`src/rtl/div_sequencer.sv`:
```
// Multi-cycle radix-2 restoring divider with its sequencing FSM for DIV/DIVU in EX.
// Stalls the pipeline while busy and pulses ready_o with the quotient and remainder.
module div_sequencer #(
    parameter int WIDTH = 32
) (
    input  logic             clk,
    input  logic             rst,
    input  logic             start_i,
    input  logic             signed_i,
    input  logic             annul_i,
    input  logic [WIDTH-1:0] opa_i,
    input  logic [WIDTH-1:0] opb_i,
    output logic             stall_div,
    output logic             ready_o,
    output logic [WIDTH-1:0] quot_o,
    output logic [WIDTH-1:0] rem_o
);
    localparam int CW = (WIDTH > 1) ? $clog2(WIDTH) : 1;

    typedef enum logic [1:0] {IDLE, BUSY, DZERO, DONE} state_t;

    state_t           state_q, state_d;
    logic [CW-1:0]    cnt_q, cnt_d;
    logic [WIDTH-1:0] dvd_q, dvd_d;      // dividend magnitude, shifts into the quotient
    logic [WIDTH-1:0] dvs_q, dvs_d;
    logic [WIDTH-1:0] part_q, part_d;
    logic [WIDTH-1:0] opa_q, opa_d;
    logic             neg_quot_q, neg_quot_d;
    logic             neg_rem_q, neg_rem_d;
    logic             ready_q, ready_d;
    logic [WIDTH-1:0] quot_q, quot_d;
    logic [WIDTH-1:0] rem_q, rem_d;

    logic             a_neg, b_neg;
    logic [WIDTH-1:0] a_mag, b_mag;
    logic [WIDTH:0]   trial;
    logic             fits;
    logic [WIDTH-1:0] q_next, r_next;

    always_comb begin
        a_neg = signed_i & opa_i[WIDTH-1];
        b_neg = signed_i & opb_i[WIDTH-1];
        // |MIN| is 2^(WIDTH-1), which the unsigned magnitude holds exactly.
        a_mag = a_neg ? (~opa_i + WIDTH'(1)) : opa_i;
        b_mag = b_neg ? (~opb_i + WIDTH'(1)) : opb_i;

        trial  = {part_q, dvd_q[WIDTH-1]};
        fits   = (trial >= {1'b0, dvs_q});
        q_next = {dvd_q[WIDTH-2:0], fits};
        r_next = fits ? (trial[WIDTH-1:0] - dvs_q) : trial[WIDTH-1:0];

        state_d    = state_q;
        cnt_d      = cnt_q;
        dvd_d      = dvd_q;
        dvs_d      = dvs_q;
        part_d     = part_q;
        opa_d      = opa_q;
        neg_quot_d = neg_quot_q;
        neg_rem_d  = neg_rem_q;
        ready_d    = 1'b0;
        quot_d     = quot_q;
        rem_d      = rem_q;

        unique case (state_q)
            IDLE: begin
                if (start_i && !annul_i) begin
                    opa_d      = opa_i;
                    dvd_d      = a_mag;
                    dvs_d      = b_mag;
                    part_d     = '0;
                    cnt_d      = '0;
                    neg_quot_d = a_neg ^ b_neg;
                    neg_rem_d  = a_neg;
                    state_d    = (opb_i == '0) ? DZERO : BUSY;
                end
            end
            BUSY: begin
                if (annul_i) begin
                    state_d = IDLE;
                end else begin
                    dvd_d  = q_next;
                    part_d = r_next;
                    cnt_d  = cnt_q + CW'(1);
                    if (cnt_q == CW'(WIDTH - 1)) begin
                        state_d = DONE;
                        ready_d = 1'b1;
                        quot_d  = neg_quot_q ? (~q_next + WIDTH'(1)) : q_next;
                        rem_d   = neg_rem_q ? (~r_next + WIDTH'(1)) : r_next;
                    end
                end
            end
            DZERO: begin
                if (annul_i) begin
                    state_d = IDLE;
                end else begin
                    state_d = DONE;
                    ready_d = 1'b1;
                    quot_d  = '1;
                    rem_d   = opa_q;
                end
            end
            DONE: begin
                state_d = IDLE;
            end
            default: state_d = IDLE;
        endcase
    end

    // Low in DONE so EX advances on that edge; annul drops it in the same cycle.
    assign stall_div = ((state_q == IDLE) && start_i && !annul_i) ||
                       (((state_q == BUSY) || (state_q == DZERO)) && !annul_i);

    always_ff @(posedge clk or posedge rst) begin
        if (rst) begin
            state_q    <= IDLE;
            cnt_q      <= '0;
            dvd_q      <= '0;
            dvs_q      <= '0;
            part_q     <= '0;
            opa_q      <= '0;
            neg_quot_q <= 1'b0;
            neg_rem_q  <= 1'b0;
            ready_q    <= 1'b0;
            quot_q     <= '0;
            rem_q      <= '0;
        end else begin
            state_q    <= state_d;
            cnt_q      <= cnt_d;
            dvd_q      <= dvd_d;
            dvs_q      <= dvs_d;
            part_q     <= part_d;
            opa_q      <= opa_d;
            neg_quot_q <= neg_quot_d;
            neg_rem_q  <= neg_rem_d;
            ready_q    <= ready_d;
            quot_q     <= quot_d;
            rem_q      <= rem_d;
        end
    end

    assign ready_o = ready_q;
    assign quot_o  = quot_q;
    assign rem_o   = rem_q;
endmodule

```
`config.mk`:
```
export PLATFORM = sky130hd
export DESIGN_NAME = div_sequencer
export DESIGN_NICKNAME = d
export VERILOG_FILES = /design/src/rtl/div_sequencer.sv
export SDC_FILE = /design/constraint.sdc
export NUM_CORES = 1
export LEC_CHECK = 0
export ABC_AREA = 1
export BUFFER_PORTS_ARGS = -buffer_cell sky130_fd_sc_hd__buf_4
export CAP_MARGIN = 20
export CORE_ASPECT_RATIO = 1.1
export CORE_MARGIN = 3
export CORE_UTILIZATION = 35
export CTS_CLUSTER_DIAMETER = 50
export CTS_CLUSTER_SIZE = 28
export DETAILED_ROUTE_END_ITERATION = 10
export PLACE_DENSITY_LB_ADDON = 0.1
export SLEW_MARGIN = 10
export SYNTH_ARGS = -nofsm -noshare
export SYNTH_HDL_FRONTEND = slang
export SYNTH_SLANG_ARGS = --single-unit
```
`constraint.sdc`:
```
create_clock -name clk -period 6.2 [get_ports clk]
set_input_delay 0.93 -clock clk [delete_from_list [all_inputs] [get_ports clk]]
set_output_delay 0.93 -clock clk [all_outputs]
set_load 0.05 [all_outputs]
```
==> flow_summary.ini <==
[run_status]
status = complete, no violations

[worst_setup_path]
worst_ep_arrival_time_ps = 5170
start_kind = flop
crit_buf_inv = 8
crit_path_top_delay_cell = dfrtp_1
end_kind = flop
path_class = flop to flop
worstPathMaxFanout = 21
max_stage_delay_ps = 430
cp_top_family = simple AND/OR/NAND/NOR gates
crit_required_ps = 6620

[finish]
mostFrequentLayoutCells = 699 x nand2_1, 277 x inv_1, 202 x dfrtp_1
drive_gt1_share_pct = 12.9
layout_commonest_cell = nand2_1
stdcell_area_um2 = 16900
fillers = 4280
nNetsFinal = 2351
fin_cells = 2774
syn_to_final_growth_pct = 19.0
diodes = 0

[floorplanning]
die_height_um = 217
die_w_um = 198
core_um2 = 39700
initial_core_util_pct = 35.9
ios = 135
die_area_um2 = 43100
row_count = 76

[placed_design]
placed_area_um2 = 15700
port_buffers = 134
globalplace.congestion = 0.917
place_inst = 2709
dpl.hpwl_um = 40300

[cts]
cts_htree_levels = 2
clk_latency_ps = 560
clkSinkCount = 202
path_clk_slew_ps = 60
cts_setup_buffers = 0
cts_resized = 0
cts_root_buf = clkbuf_16
cts-buffers-inserted = 35
clk_path_buf_depth = 3
cts_tree = built
hold_buffers = 0

[sta]
fin_skew_ps = 33.4
finalSetupViolations = 0
rsz0062_at_grt = no
layout_min_cycle_time_ps = 4750
slew_headroom_pct = 37.3
fmax_mhz = 210
worst_pin_slew_ps = 938
setup_tns_ps = 0
slew_violations = 0
min_period_over_period_pct = 76.6
final_hold_viol_count = 0

[route]
totalWireLength_um = 53100
vias = 14100
first_iter_violations = 1010
remaining_drc_errors = 0
via_per_inst = 5.10
antenna_left = 0
post_drt_wl_per_cell_um = 19.2
drtPass1Iterations = 5

[synthesis]
synth_nets = 2235
syn_inst = 2124
ys_seq_area_share_pct = 35.5
yosysTopAreaCell = dfrtp_1
ys_ff_latch = 202
synth-main-ff-cell = dfrtp_1
synth_area_leaders = dfrtp_1 36%, nand2_1 18%, inv_1 7.3%
synth_area_um2 = 14200
synth_cell_types = 55
async_flop_share_pct = 100
synth-edff-count = 0
synth_top_area_share_pct = 35.5
yosys_warnings = 0
avgSynthCellArea_um2 = 6.70

[global_routing]
antenna_found_initial = 1
grt_start_max_net_pins = 156
grt_pass1_wl_um = 82300
grt_usage_pct = 24.8
grt_pass1_vias = 14000
overflow = 0

[hold_path]
hp-class = flop to flop

[flow_run]
cap_viol_max_count = 0
[cells in the mapped netlist (all sizes together), types with 2 or more instances]
cell / instances
a21oi: 57
a22o: 4
a22oi: 2
a31oi: 17
and2: 5
buf: 17
clkbuf: 53
clkinv: 5
dfrtp: 202
ha: 41
inv: 286
nand2: 722
nand3: 148
nand3b: 11
nand4: 14
nor2: 219
nor3: 20
nor4: 3
o211ai: 7
o21ai: 152
o21bai: 2
o221ai: 29
o22ai: 15
o31ai: 2
or2: 10
xnor2: 11
xor2: 61
[path summary, 6_finish.rpt]
kind,from,end,slack (ps),depth (start not counted)
setup / recovery,part_q[7]$_DFFE_PP0P_,quot_o[28]$_DFFE_PP0P_,1450,32
hold / removal,opa_q[5]$_DFFE_PP0P_,opa_q[5]$_DFFE_PP0P_,470,2
setup reg to reg,part_q[7]$_DFFE_PP0P_,quot_o[28]$_DFFE_PP0P_,1450,32
hold reg to reg,opa_q[5]$_DFFE_PP0P_,opa_q[5]$_DFFE_PP0P_,470,2
max in group asynchronous,rst,dvs_q[10]$_DFFE_PP0P_,4200,4
min in group asynchronous,rst,quot_o[11]$_DFFE_PP0P_,630,3
[through the flow]
stage | util, % | hold WS (ps) | setup WS (ps)
6_report | 42.7 | 475 | 1450
5_1_grt | 42.7 | 482 | 1030
4_1_cts | 42.6 | 472 | 1490
3_5_place_dp | 39.6 | 460 | 1530
3_3_place_gp | 39.6 | 452 | 1560
2_1_floorplan | - | 437 | 2570
[flip-flops by register name (all words and copies together), names as in the netlist]
| register | flops |
|---|---|
| rem_o | 32 |
| state_q | 2 |
| dvd_q | 32 |
| ready_o | 1 |
| dvs_q | 32 |
| opa_q | 32 |
| cnt_q | 5 |
| part_q | 32 |
| quot_o | 32 |
| neg_quot_q | 1 |
| neg_rem_q | 1 |
[worst min-delay path, cell delays in order, from the launching register on]
cell     delay (ps)
dfrtp_1         330
nand2_1          60
nand2_1          50
[final cells by class]
type	count	area [µm²]	share of cell area, %
clock buffer	40	946	5.59
clock inverter	24	267	1.57
inverter	291	1100	6.48
multi-input combinational	1561	7780	45.9
sequential	202	5050	29.9
tap	507	634	3.75
timing repair buffer	149	1150	6.80
[logic make-up after synthesis]
group           Yosys count  synth area share, %
xor+xnor                 72                 4.43
compound gates          293                 12.2
buf+inv                 361                 9.90
simple gates           1154                 34.2
fa+ha+maj                42                 3.75
flops                   202                 35.5
[routing by layer]
metal | vias to the layer above | part of all wire, % | track usage, %
met1 | 6739 | 46 | 34.6
met3 | 69 | 4.4 | 3.15
met2 | 342 | 47 | 40.7
met4 | 0 | 2.1 | 6.39
met5 | - | 0 | 0
li1 | 6998 | - | -
Power is not shown: default switching activity piles up to over one toggle a cycle in this logic, so the estimate is an artifact.
